--- src/rtl/cplxdiv_pkg.sv ---
// Shared types and helpers for the complex-division scheduler.
// Helpers work on a 64-bit container; callers cast back to their own width.
package cplxdiv_pkg;

    localparam int unsigned DW_DEF = 32;
    localparam int unsigned RW_DEF = 16;

    typedef enum logic [2:0] {
        StIdle,
        StIssueRe,
        StWaitbRe,
        StWaitdRe,
        StIssueIm,
        StWaitbIm,
        StWaitdIm,
        StFinish
    } state_t;

    // Two's-complement negate when en is set; the low bits stay correct after truncation.
    function automatic logic [63:0] cneg(input logic [63:0] x, input logic en);
        return en ? (~x + 64'd1) : x;
    endfunction

    // Magnitude of a signed value whose sign bit sits at position msb.
    function automatic logic [63:0] mag(input logic [63:0] x, input logic [5:0] msb);
        return cneg(x, x[msb]);
    endfunction

endpackage

--- src/rtl/cplxdiv_sgnmag.sv ---
// Combinational conditional negate, used to apply the numerator sign to results.
// Driving neg with the operand's own sign bit yields the absolute value.
module cplxdiv_sgnmag
    import cplxdiv_pkg::*;
#(
    parameter int unsigned W = 32
) (
    input  logic [W-1:0] din,
    input  logic         neg,
    output logic [W-1:0] dout
);

    always_comb begin
        dout = W'(cneg(64'(din), neg));
    end

endmodule

--- src/rtl/cplxdiv_sched.sv ---
// Time-shares one sequential unsigned divider to produce the signed real and
// imaginary quotients/remainders of a complex division with a shared denominator.
module cplxdiv_sched
    import cplxdiv_pkg::*;
#(
    parameter int unsigned DW = DW_DEF,
    parameter int unsigned RW = RW_DEF
) (
    input  logic          clock,
    input  logic          reset,
    input  logic          start,
    input  logic [DW-1:0] num_re,
    input  logic [DW-1:0] num_im,
    input  logic [RW-1:0] den,
    output logic          busy,
    output logic          done,
    output logic          dbz,
    output logic [DW-1:0] q_re,
    output logic [DW-1:0] q_im,
    output logic [RW:0]   r_re,
    output logic [RW:0]   r_im,
    output logic          div_run,
    input  logic          div_busy,
    output logic [DW-1:0] div_dividend,
    output logic [RW-1:0] div_divisor,
    input  logic [DW-1:0] div_quotient,
    input  logic [RW-1:0] div_rest
);

    state_t        state_q, state_d;
    logic [DW-1:0] nim_q;
    logic          sre_q;
    logic          dbz_q;
    logic [DW-1:0] qre_raw, qim_raw;
    logic [RW-1:0] rre_raw, rim_raw;
    logic [DW-1:0] q_re_s, q_im_s;
    logic [RW:0]   r_re_s, r_im_s;
    logic          accept;

    assign accept = (state_q == StIdle) && start;

    // State register
    always_ff @(posedge clock or posedge reset) begin
        if (reset) begin
            state_q <= StIdle;
        end else begin
            state_q <= state_d;
        end
    end

    // Next-state logic; div_busy is only looked at in the WAIT states, so a
    // stale busy during ISSUE cannot cause an early capture.
    always_comb begin
        state_d = state_q;
        unique case (state_q)
            StIdle: begin
                if (start) begin
                    state_d = (den == '0) ? StFinish : StIssueRe;
                end
            end
            StIssueRe: state_d = StWaitbRe;
            StWaitbRe: if (div_busy) state_d = StWaitdRe;
            StWaitdRe: if (!div_busy) state_d = StIssueIm;
            StIssueIm: state_d = StWaitbIm;
            StWaitbIm: if (div_busy) state_d = StWaitdIm;
            StWaitdIm: if (!div_busy) state_d = StFinish;
            StFinish:  state_d = StIdle;
            default:   state_d = StIdle;
        endcase
    end

    // Outputs decoded from state
    always_comb begin
        busy    = (state_q != StIdle);
        div_run = (state_q == StIssueRe) || (state_q == StIssueIm);
    end

    cplxdiv_sgnmag #(.W(DW)) u_q_re (.din(qre_raw), .neg(sre_q), .dout(q_re_s));
    cplxdiv_sgnmag #(.W(DW)) u_q_im (.din(qim_raw), .neg(nim_q[DW-1]), .dout(q_im_s));
    cplxdiv_sgnmag #(.W(RW+1)) u_r_re (
        .din  ({1'b0, rre_raw}),
        .neg  (sre_q),
        .dout (r_re_s)
    );
    cplxdiv_sgnmag #(.W(RW+1)) u_r_im (
        .din  ({1'b0, rim_raw}),
        .neg  (nim_q[DW-1]),
        .dout (r_im_s)
    );

    // Operand, capture and result registers. Divider operands are loaded one
    // cycle ahead of ISSUE so they are stable for the whole division.
    always_ff @(posedge clock or posedge reset) begin
        if (reset) begin
            nim_q        <= '0;
            sre_q        <= 1'b0;
            dbz_q        <= 1'b0;
            qre_raw      <= '0;
            qim_raw      <= '0;
            rre_raw      <= '0;
            rim_raw      <= '0;
            div_dividend <= '0;
            div_divisor  <= '0;
            done         <= 1'b0;
            dbz          <= 1'b0;
            q_re         <= '0;
            q_im         <= '0;
            r_re         <= '0;
            r_im         <= '0;
        end else begin
            done <= 1'b0;
            unique case (state_q)
                StIdle: begin
                    if (accept) begin
                        nim_q <= num_im;
                        sre_q <= num_re[DW-1];
                        dbz_q <= (den == '0);
                        if (den != '0) begin
                            div_dividend <= DW'(mag(64'(num_re), 6'(DW - 1)));
                            div_divisor  <= den;
                        end
                    end
                end
                StWaitdRe: begin
                    if (!div_busy) begin
                        qre_raw      <= div_quotient;
                        rre_raw      <= div_rest;
                        div_dividend <= DW'(mag(64'(nim_q), 6'(DW - 1)));
                    end
                end
                StWaitdIm: begin
                    if (!div_busy) begin
                        qim_raw <= div_quotient;
                        rim_raw <= div_rest;
                    end
                end
                StFinish: begin
                    done <= 1'b1;
                    dbz  <= dbz_q;
                    q_re <= dbz_q ? '0 : q_re_s;
                    q_im <= dbz_q ? '0 : q_im_s;
                    r_re <= dbz_q ? '0 : r_re_s;
                    r_im <= dbz_q ? '0 : r_im_s;
                end
                default: ;
            endcase
        end
    end

endmodule

--- config.mk ---
export PLATFORM = sky130hd
export DESIGN_NAME = cplxdiv_sched
export DESIGN_NICKNAME = d
export VERILOG_FILES = /design/src/rtl/cplxdiv_pkg.sv /design/src/rtl/cplxdiv_sgnmag.sv /design/src/rtl/cplxdiv_sched.sv
export SDC_FILE = /design/constraint.sdc
export NUM_CORES = 1
export LEC_CHECK = 0
export ABC_CLOCK_PERIOD_IN_PS = 12700
export CAP_MARGIN = 10
export CELL_PAD_IN_SITES_DETAIL_PLACEMENT = 1
export CELL_PAD_IN_SITES_GLOBAL_PLACEMENT = 2
export CORE_MARGIN = 2
export CORE_UTILIZATION = 36
export DETAILED_ROUTE_END_ITERATION = 8
export PLACE_DENSITY = 0.84
export SETUP_SLACK_MARGIN = 0.5
export SLEW_MARGIN = 20
export SYNTH_ARGS = -nofsm -noshare
export SYNTH_HDL_FRONTEND = slang
export SYNTH_SLANG_ARGS = --single-unit
--- constraint.sdc ---
create_clock -name clock -period 12.7 [get_ports clock]
set_input_delay 1.27 -clock clock [delete_from_list [all_inputs] [get_ports clock]]
set_output_delay 1.27 -clock clock [all_outputs]
set_load 0.005 [all_outputs]
==> impl_metrics.yaml <==
run_status:
  status: "complete, no violations"
sta:
  finalCritPeriodShare_pct: 28.5
  skew_ns: 0.0262
  layout_setup_ws_ns: 9.09
  fin_setup_tns_ns: 0
  hold_violations: 0
  fin_crit_ns: 3.61
  clock.fmax_mhz: 277
  tightestPinTransition_ns: 0.902
  finalSetupViolCount: 0
  slew_violations: 0
  rsz0062_at_grt: "no"
  relSlewSlack_pct: 39.9
clock_network:
  ctsHoldBuffers: 0
  cts_tree: "done"
  cts_sinks: 281
  post_cts_buffers: 0
  numCtsBuffers: 35
  clockBufferDepth: 3
  root_buffer: "clkbuf_16"
  clk_pin_slew_ns: 0.06
  insertion_delay_ns: 0.54
  post_cts_resized: 0
  htree_levels: 2
placement:
  place_area_um2: 17200
  place.gp.congestion: 0.853
  numPortBuffers: 281
  dp_hpwl_mm: 30.9
  dp.cells: 2039
  dp_slack_ns: 8.57
power_and_ir_drop:
  leakage_nw: 7.75
  p_comb_share_pct: 42.3
  p_clk_share_pct: 21.4
  seq_power_share_pct: 36.3
  switchingPower_mw: 1.74
  ir_drop_uv: 136
  netSwitchingFraction_pct: 37.0
  cellPowerDensity_nw_per_um2: 256
  p_int_mw: 2.97
yosys:
  synth_edf_count: 0
  ys_types: 46
  yosysSeqAreaShare_pct: 50.5
  synth_nets: 1442
  synth-main-ff-cell: "dfrtp_1"
  synthArstFlopShare_pct: 100
  ys_seq_elements: 281
  synthesis.instances: 1300
  avgSynthCellArea_um2: 10.7
  synth_warnings: 0
  syn-cell-area_um2: 13900
global_routing:
  grt_pass1_vias: 11700
  grt_max_degree: 145
  overflow: 0
  grt_pass1_wl_mm: 68.1
  gr-usage-all-layers_pct: 21.5
  antenna_found_initial: 3
layout:
  mostFrequentLayoutCell: "clkdlybuf4s50_1"
  design_area_um2: 18400
  fillers: 4207
  drive_above_1_share_pct: 14.6
  nets: 1701
  stdcell_count: 2105
  seqCellArea_um2: 7030
  syn_to_final_growth_pct: 32.4
  layout_common_cells: "clkdlybuf4s50_1, dfrtp_1, o21ai_0"
  multiInputGateArea_um2: 6530
floorplan:
  coreArea_um2: 38400
  die_w_um: 201
  row_count: 72
  die_h_um: 201
  initial_core_util_pct: 36.3
  floorplan.die_area_um2: 40200
  ios: 282
route:
  vias: 11000
  drt-pass1-iter-count: 4
  drtAntennaViolNets: 0
  drc: 0
  route.detailed.wl_per_inst_um: 20.4
  drt_iter0_drc: 471
  avgViaCountPerCell: 5.24
  wl_mm: 43.0
flow_run:
  cap_violations: 0
hold_path:
  worstHoldPathType: "reg -> reg"
worst_setup_path:
  required_ns: 13.13
  cp_max_fo: 8
  crit_type: "in -> reg"
  cp.arrival_ns: 4.04
  endpoint_kind: "flip-flop"
  worstSetupStartpointType: "primary input"
## flip-flops by register name, summed over array words and instances (netlist names)
register      count
div_dividend     32
nim_q            32
q_im             32
q_re             32
qim_raw          32
qre_raw          32
r_im             17
r_re             17
div_divisor      16
rim_raw          16
rre_raw          16
state_q           3
dbz               1
dbz_q             1
done              1
sre_q             1
## path summary, 6_finish.rpt
| path | start | end | slack (ns) | cells after the start |
|---|---|---|---|---|
| worst max-delay path | num_re[1] | div_dividend[30] | 9.09 | 9 |
| worst min-delay path | r_im[15] | r_im[15] | 0.47 | 2 |
| worst max register to register | qim_raw[1] | q_im[28] | 9.71 | 8 |
| worst min register to register | r_im[15] | r_im[15] | 0.47 | 2 |
| max in group asynchronous | reset | r_im[16] | 10.41 | 3 |
| min in group asynchronous | reset | q_im[31] | 1.14 | 2 |
## worst max-delay path: stages
cell and delay, ns:
clkdlybuf4s50_1 0.45, inv_1 0.11, ha_1 0.19, nor4b_1 0.55, nand3_1 0.49, o41ai_1 0.53, xor2_1 0.19, nand2_1 0.07
a22o_1 0.19
## logic make-up after synthesis
kind of cell,count (synthesis),synth area share [%]
AOI/OAI and AO/OA,283,12.6
adders and majority gates,10,0.899
xor gates and xnor gates,144,9.06
muxes,162,13.0
and+or+nand+nor,322,11.2
buffers and inverters,98,2.71
DFF,281,50.5
## area by class of cell
class	instances	share of cell area [%]
diodes	2	0.0272
clock buffers	55	5.71
clock inverters	8	0.584
inverters	27	0.591
multi-input cells	921	35.5
flip-flops and latches	281	38.2
well taps	518	3.52
repair buffers	293	15.9
## routing by layer
metal  GRT usage (%)  vias up  share of wire [%]
li1                -     5164                  -
met1            28.0     5561                 44
met2            36.4      236                 49
met3            4.06       57                5.1
met4            6.85        2                2.4
met5               0        -              0.030
## cells in the mapped netlist (2+ instances only)
cell / n / area, um2
nand4b_1: 3 / 26.3
nand4_1: 10 / 62.6
a22o_1: 2 / 17.5
a221oi_1: 3 / 26.3
o21ai_0: 166 / 831
nor4_1: 22 / 138
and3_1: 2 / 12.5
nor2_1: 20 / 75.1
a21o_1: 3 / 22.5
xnor2_1: 37 / 324
or3b_2: 3 / 26.3
or4_4: 2 / 22.5
nand2_1: 167 / 627
or3_1: 19 / 119
nand2b_1: 9 / 56.3
nand3_1: 9 / 45.0
ha_1: 10 / 125
o41ai_2: 2 / 32.5
dfrtp_1: 281 / 7030
inv_1: 27 / 101
mux2_2: 147 / 1660
nor3_1: 22 / 110
buf_1: 11 / 41.3
o41ai_1: 22 / 193
nand3b_1: 2 / 15.0
o31ai_1: 55 / 413
or2_2: 7 / 43.8
xor2_1: 107 / 937
a211oi_1: 6 / 45.0
nor2b_1: 6 / 37.5
clkbuf_1: 58 / 218
nor3b_1: 2 / 15.0
or4_1: 15 / 113
a221o_1: 3 / 30.0
a21oi_1: 15 / 75.1
mux2i_1: 15 / 150
## through the flow
stage | utilization (%) | hold WS, ns | power [mW]
floorplan | - | 0.473 | 2.76
global placement | 44.9 | 0.462 | 3.66
detailed placement | 44.9 | 0.472 | 3.73
CTS | 47.9 | 0.484 | 4.77
global route | 48.0 | 0.508 | 5.05
finish | 48.0 | 0.474 | 4.71
## power by group through the flow
stage / clock network [mW] / logic [mW] / registers [mW]
after floorplan: 0 / 1.14 / 1.62
after global placement: 0 / 1.95 / 1.71
after detailed placement: 0 / 2.00 / 1.73
after CTS: 1.04 / 2.02 / 1.72
after global routing: 1.07 / 2.20 / 1.78
final: 1.01 / 1.99 / 1.71
Power figures use the tool's default switching activity.
